==> src/rtl/seq_detector_moore_param.sv <==
// Moore detector for a run-time loadable PAT_LEN-bit serial pattern with
// overlap / non-overlap modes and a saturating match counter.
module seq_detector_moore_param #(
  parameter int PAT_LEN = 4,
  parameter int CNT_W   = 8
) (
  input  logic               clk,
  input  logic               rst_n,
  input  logic               en,
  input  logic               w,
  input  logic               load,
  input  logic [PAT_LEN-1:0] pattern,
  input  logic               overlap,
  input  logic               clr_cnt,
  output logic               z,
  output logic [CNT_W-1:0]   match_count,
  output logic               cnt_sat
);

  localparam int SW = $clog2(PAT_LEN + 1);
  localparam int IW = $clog2(PAT_LEN);
  localparam logic [SW-1:0]    FULL    = SW'(PAT_LEN);
  localparam logic [CNT_W-1:0] CNT_MAX = '1;

  logic [PAT_LEN-1:0] pat_q;
  logic [SW-1:0]      s_q, s_nxt;
  int                 hist_len, idx;
  logic               ok, hbit;

  // The history is the first hist_len pattern bits followed by w; the next
  // state is the longest suffix of that string that is also a pattern prefix.
  always_comb begin
    hist_len = (s_q == FULL && !overlap) ? 0 : int'(s_q);
    s_nxt    = '0;
    ok       = 1'b0;
    hbit     = 1'b0;
    idx      = 0;
    for (int k = 1; k <= PAT_LEN; k++) begin
      if (k <= hist_len + 1) begin
        ok = 1'b1;
        for (int i = 0; i < k; i++) begin
          idx  = hist_len + 1 - k + i;
          hbit = (idx == hist_len) ? w : pat_q[IW'(PAT_LEN - 1 - idx)];
          if (hbit != pat_q[IW'(PAT_LEN - 1 - i)]) ok = 1'b0;
        end
        if (ok) s_nxt = SW'(k);
      end
    end
  end

  always_ff @(posedge clk or negedge rst_n) begin
    if (!rst_n) begin
      pat_q       <= '0;
      s_q         <= '0;
      z           <= 1'b0;
      match_count <= '0;
      cnt_sat     <= 1'b0;
    end else if (load) begin
      pat_q       <= pattern;
      s_q         <= '0;
      z           <= 1'b0;
      match_count <= '0;
      cnt_sat     <= 1'b0;
    end else begin
      if (en) begin
        s_q <= s_nxt;
        z   <= (s_nxt == FULL);
      end
      // Clear beats a same-edge increment; counter pins at max, never wraps.
      if (clr_cnt) begin
        match_count <= '0;
        cnt_sat     <= 1'b0;
      end else if (en && s_nxt == FULL && match_count != CNT_MAX) begin
        match_count <= match_count + CNT_W'(1);
        if (match_count == CNT_MAX - CNT_W'(1)) cnt_sat <= 1'b1;
      end
    end
  end

endmodule

==> config.mk <==
export PLATFORM = sky130hd
export DESIGN_NAME = seq_detector_moore_param
export DESIGN_NICKNAME = d
export VERILOG_FILES = /design/src/rtl/seq_detector_moore_param.sv
export SDC_FILE = /design/constraint.sdc
export NUM_CORES = 1
export LEC_CHECK = 0
export CAP_MARGIN = 20
export CORE_AREA = 2 2 39 41
export CTS_BUF_LIST = sky130_fd_sc_hd__clkbuf_8
export DETAILED_ROUTE_END_ITERATION = 7
export DIE_AREA = 0 0 41 43
export GPL_ROUTABILITY_DRIVEN = 0
export PLACE_DENSITY = 0.61
export SYNTH_ARGS = -nofsm -noshare
export SYNTH_HDL_FRONTEND = slang
export SYNTH_SLANG_ARGS = --single-unit
export TNS_END_PERCENT = 30
==> constraint.sdc <==
create_clock -name clk -period 1.55 [get_ports clk]
set_clock_uncertainty 0.15 [all_clocks]
set_input_delay 0.465 -clock clk [delete_from_list [all_inputs] [get_ports clk]]
set_output_delay 0.465 -clock clk [all_outputs]
set_load 0.03 [all_outputs]
* Yosys cells after proc, flatten, opt, wreduce, memory -nomap -nowiden
Cells that the tools add are included.
W data, S select, Z words.
** Word-level totals
- Register bits after elaboration :: 17
- Bits in latches :: 0
- Memory bits (writable) :: 0
- Memory bits (read-only) :: 0
- Bits of input ports :: 11
- Word-level logic and storage cells :: 73
- Memories :: 0
** Cells by class
- $add $sub $neg :: 10
- Multiply operators :: 0
- Div/mod/pow operators :: 0
- Order comparisons :: 6
- Equal/unequal tests :: 10
- Shift-type cells :: 0
- Multiplexer cells :: 34
- Bitwise operators :: 0
- Reductions and logical operators :: 8
** Operators by type and width (count)
- $add A32 B3 Y32 const B :: 1
- $eq A32 B4 Y1 :: 1
- $le A2 B32 Y1 const A :: 1
- $le A3 B32 Y1 const A :: 1
- $le A4 B32 Y1 const A :: 1
- $sub A32 B3 Y32 const B :: 1
- $mux W8 :: 3
- $mux W1 :: 21
- $mux W3 :: 5
- $add A5 B3 Y6 const B :: 2
- $eq A6 B4 Y1 :: 2
- $lt A2 B4 Y1 const B :: 3
- $add A8 B1 Y8 const B :: 1
- $eq A8 B8 Y1 const B :: 1
- $ne A8 B8 Y1 const B :: 1
- $bmux W1 S2 :: 3
- $eq A3 B3 Y1 const B :: 2
- $reduce_bool A3 Y1 :: 2
- $sub A1 B2 Y2 const A :: 3
- $sub A4 B3 Y5 const B :: 1
- $add A3 B1 Y4 const B :: 1
- $mux W2 :: 2
- $logic_and A1 B1 Y1 :: 3
- $ne A1 B1 Y1 :: 3
- other kinds (3) :: 3

* Longest topological paths before layout
- Depth after elaboration :: 24
- Mapped depth :: 2

* Least setup slack after synthesis
No wires, ideal clock.
- Path type :: flip-flop to output port
- Start :: register cnt_sat
- End :: output cnt_sat
- Data arrival time :: 0.475 ns
- Setup slack :: 0.460 ns
- Stages on the path, launching flop included :: 1
- Buffers on the path :: 0
- Cells stage by stage :: dfrtp_1
** RTL lines
- start: declaration :: RTL line 17 : output logic cnt_sat
- start signal: assignment :: RTL line 57 : cnt_sat <= 1'b0;
- start signal: assignment :: RTL line 63 : cnt_sat <= 1'b0;
- start signal: assignment :: RTL line 72 : cnt_sat <= 1'b0;
No word-level cell between the ends.

* Final worst setup path
- Start :: register match_count[4]
- End :: output match_count[4]
** RTL lines
- start: declaration :: RTL line 16 : output logic [CNT_W-1:0] match_count,
- start signal: assignment :: RTL line 74 : match_count <= match_count + CNT_W'(1);
No word-level cell between the ends.

==> results.sh <==
export IMPL_cts_buffers=3
export IMPL_fp_dieH_um=43
export IMPL_path_clk_slew_ns=0.04
export IMPL_ctsResizeCount=0
export IMPL_wl_um=561
export IMPL_core_mm2=0.00138
export IMPL_cts_setup_buffers=0
export IMPL_grt_pass1_wl_um=862
export IMPL_min_path_type="reg2reg"
export IMPL_rsz0062_at_grt="false"
export IMPL_cts_root_buf="clkbuf_8"
export IMPL_cts_max_path_buffers=2
export IMPL_maxSlewViolCount=0
export IMPL_cellLeakagePower_nw=0.246
export IMPL_io_pin_count=21
export IMPL_vias=215
export IMPL_fin_crit_sh_pct=89.6
export IMPL_clk_latency_ns=0.22
export IMPL_track_usage_pct=7.72
export IMPL_critPathMaxStageDelay_ns=0.38
export IMPL_dr_wl_met3_um=70
export IMPL_die_w_um=41
export IMPL_grt_ovfl_total=0
export IMPL_drt_met1_wl_um=201
export IMPL_top_layer_used="met3"
export IMPL_initial_utilization_pct=26.9
export IMPL_peakVddDrop_v=0.000409
export IMPL_stdcell_area_um2=519
export IMPL_met2_wirelength_um=290
export IMPL_drv_cap=0
export IMPL_antennaDiodeCount=0
export IMPL_ant_nets=0
export IMPL_htreeDepth=1
export IMPL_synth_cell_types=5
export IMPL_first_pass_iters=2
export IMPL_grt_max_degree=10
export IMPL_antenna_found_initial=0
export IMPL_cp_num_buf_inv=1
export IMPL_final_nets=49
export IMPL_numClockSinks=9
export IMPL_wl_per_cell_um=10.6
export IMPL_drt_iter0_drc=7
export IMPL_status="finished clean"
export IMPL_cp_end_kind="output port"
export IMPL_cts_tree="done"
export IMPL_fin_crit_ns=1.39
export IMPL_hold_buffers=0
export IMPL_critPathKind="reg2out"
export IMPL_worstPathRequired_ns=0.93
export IMPL_fp_row_count=14
export IMPL_clock_fmax_ghz=0.720
export IMPL_grt_pass1_vias=211
export IMPL_vias_per_cell=4.06
export IMPL_tns_ns=0
export IMPL_layout_drive_gt1_share_pct=62.2
export IMPL_dieArea_mm2=0.00176
export IMPL_areaGrowthSynthToFinish_pct=39.7
export IMPL_path_delay_family="flip-flops"
export IMPL_slowest_stage="dfrtp_1"
export IMPL_syn_area_um2=372
export IMPL_start_kind="register"
export IMPL_placed_area_um2=474
export IMPL_powerDensity_mw_per_mm2=992
export IMPL_yosysWarnings=0
export IMPL_setup_violations=0
export IMPL_ys_seq_area_share_pct=60.6
export IMPL_hold_viol_final=0
export IMPL_synth_cells=22
export IMPL_drc=0
export IMPL_syn_avg_cell_area_um2=16.9
export IMPL_ys_seq_elements=9
export IMPL_io_buffers=12
export IMPL_arrival_ns=0.77
export IMPL_synthesis_nets=33
export IMPL_path_max_fanout=2
export IMPL_path_cells="buf_4"
-- state kept, by name, summed over array words and instances, names as in the netlist --
name,flops
cnt_sat,1
match_count,8
-- routing by layer --
layer / track usage [%] / vias up
met5: 0 / -
li1: - / 101
met4: 6.00 / 0
met3: 3.14 / 0
met2: 10.3 / 10
met1: 9.33 / 104
-- final timing paths --
check / start / to / slack [ns] / depth (start not counted)
setup reg to reg: match_count[4] / match_count[4] / 0.75 / 1
min in group asynchronous: rst_n / match_count[3] / 0.38 / 1
setup / recovery: match_count[4] / match_count[4] / 0.16 / 1
max in group asynchronous: rst_n / match_count[6] / 0.59 / 1
hold reg to reg: cnt_sat / cnt_sat / 0.36 / 1
hold / removal: cnt_sat / cnt_sat / 0.36 / 1
-- where the power goes --
group / switching [W] / leakage, nW / internal, W
registers: 0 / 0.126 / 0.000236
logic: 0.0000187 / 0.0930 / 0.0000102
clock network: 0.0000792 / 0.0269 / 0.000171
-- cell usage after synthesis --
cell / n / share of area, %
buf_4: 1 / 2.0
buf_6: 2 / 6.1
conb_1: 1 / 1.0
dfrtp_1: 9 / 61
nor3b_2: 9 / 30
-- metrics by stage --
stage                     utilization [%]  std cells  total power, W  hold WS, ns  worst slack, ns
final                                37.5         53        0.000515        0.363            0.161
after global routing                 37.5         53        0.000549        0.386            0.136
after CTS                            37.5         53        0.000527        0.373            0.157
after detailed placement             34.3         49        0.000269        0.364           0.0935
after global placement               34.3         49        0.000268        0.354            0.108
after floorplan                         -         22        0.000259       0.0194            0.460
-- cells in the final DEF, fill, tap and decap left out --
cell             Yosys  layout
dfrtp_1              9       9
inv_1                0       1
nor3b_2              9       9
clkbuf_8             0       3
clkdlybuf4s50_1      0       3
conb_1               1       1
buf_4                1      11
-- kinds of logic (layout without fill, tap and decap cells) --
group | after synthesis | count (layout) | share of synthesized area [%]
other cells | 1 | 1 | 1.01
simple gates | 9 | 9 | 30.3
buf+inv | 3 | 18 | 8.08
flops | 9 | 9 | 60.6
-- cell type report --
| cell class | count | area (um^2) |
|---|---|---|
| fillers | 149 | 865 |
| flip-flops and latches | 9 | 225 |
| multi-input cells | 10 | 116 |
| repair buffers | 14 | 113 |
| clock buffers | 3 | 41.3 |
| well taps | 16 | 20.0 |
| clock inverters | 1 | 3.75 |
No activity file was read; power rests on OpenSTA's default activity.
==> RTL edit: new RTL, same settings <==
`CNT_W`: 8 -> 9.
--- a/src/rtl/seq_detector_moore_param.sv
+++ b/src/rtl/seq_detector_moore_param.sv
@@ -2,7 +2,7 @@
 // overlap / non-overlap modes and a saturating match counter.
 module seq_detector_moore_param #(
   parameter int PAT_LEN = 4,
-  parameter int CNT_W   = 8
+  parameter int CNT_W   = 9
 ) (
   input  logic               clk,
   input  logic               rst_n,
Ports: changed (resized match_count); port bits go from 21 to 22. No check against the original RTL was run, so the function may have changed too.
==> RTL edit against the unedited design <==
- global-route usage increased by 1.2 points
- total power is 7.1% higher
- setup slack better by 0.010 ns
- cell area rose by 12%
- wire length is 11% higher
- sequential cell count increased by 1
- synthesized area increased by 10%
- sequential power rose by 11%
- utilization rose by 4.4 points
- sequential share of layout area shrank 0.27 points
==> RTL edit: results (changes against the unedited design) <==
pwr:
  post-layout-total-power_uw: 551.7  # +7.1%
  ir_drop_uv: 467.8  # +14%
  power.density_nw_per_um2: 950.3  # -4.2%
  power.clock.fraction: 0.458  # -0.028
  p_seq_frac: 0.475  # +0.017
  switching_share: 0.1918  # +0.001874
  leakagePower_uw: 0.0002714  # +10%
global_routing:
  use_met2: 0.1094  # +0.006250
  grt_pass1_wl_um: 972  # +13%
  grt_max_degree: 11  # +1
  antenna_found_initial: 0  # unchanged
  first_global_vias: 220  # +4.3%
  globalRouteTotalUtil: 0.08952  # +0.01236
  grt.met1_usage: 0.1074  # +0.01405
route:
  initialDrtViolationCount: 1  # -6
  dr.max_layer_used: "met4"
  met3_wirelength_um: 56  # -20%
  m1WireLength_um: 251  # +25%
  average_wire_length_per_cell_after_detail_routing_um: 11.16  # +5.4%
  routed-wl-met2_um: 307  # +5.9%
  detailroute.via_count: 232  # +7.9%
setup_path:
  r2r-start: "match_count[1]$_DFFE_PN0N_"
  timing.reg2reg.worst_path_depth: 1  # unchanged
  crit_path_max_fanout: 2  # unchanged
  cpMaxStageDelayCell: "sky130_fd_sc_hd__dfrtp_1"
  launching_instance_or_port_of_the_critical_path: "match_count[5]$_DFFE_PN0N_"
placed_design:
  placedInstanceArea_um2: 539.3  # +14%
  port_buffers: 13  # +1
  post_place_setup_slack_ns: 0.06573  # -0.02779 ns
yosys:
  synth_mux_area_frac: 0  # unchanged
  synth_nets: 35  # +6.1%
  synth_edf_count: 0  # unchanged
  synth_sequential_area_ratio: 0.6116  # +0.005560
  commonest_cells_in_the_netlist: "sky130_fd_sc_hd__dfrtp_1 (10), sky130_fd_sc_hd__nor3b_2 (10), sky130_fd_sc_hd__buf_6 (2)"
  synth_compound_gate_area_share: 0  # unchanged
  synth_area_per_cell_um2: 17.05  # +0.93%
  synthFlopType: "sky130_fd_sc_hd__dfrtp_1"
  ys_warns: 0  # unchanged
  leading_post_synthesis_cells_by_cell_area: "sky130_fd_sc_hd__dfrtp_1 (61%), sky130_fd_sc_hd__nor3b_2 (31%), sky130_fd_sc_hd__buf_6 (5.5%)"
clocking:
  cts.path.max_buffers: 2  # unchanged
layout:
  reg.largest.list: "match_count (9), cnt_sat (1)"
  stdcell_count: 56  # +5.7%
  largest_register_ffs: 9  # +1
  filler_cell_count: 129  # -13%
  drive_above_1_share: 0.6500  # +0.02838
  finish.net_count: 53  # +8.2%
status:
  status: "finished clean"
RTL edit: cell count changes after synthesis, sizes merged:
cell and change:
nor3b +1, dfrtp +1
RTL edit: path summary, 6_finish.rpt:
kind / slack [ns] / to
setup / recovery: 0.17 / match_count[5]
min in group asynchronous: 0.41 / match_count[5]$_DFFE_PN0N_
setup reg to reg: 0.77 / match_count[1]$_DFFE_PN0N_
hold reg to reg: 0.37 / cnt_sat$_DFFE_PN0P_
hold / removal: 0.37 / cnt_sat$_DFFE_PN0P_
max in group asynchronous: 0.53 / match_count[8]$_DFFE_PN0N_
RTL edit: cells by family (layout without fill, tap and decap cells):
| family | count (synthesis) | in the layout |
|---|---|---|
| flops | 10 | 10 |
| simple gates | 10 | 10 |
| buf+inv | 3 | 19 |
| other cells | 1 | 1 |
RTL edit: area by class of cell:
cell class              instances  share of cell area
multi-input cells              11              0.2220
flip-flops and latches         10              0.4310
well taps                      16             0.03448
repair buffers                 16              0.2414
clock buffers                   3             0.07112
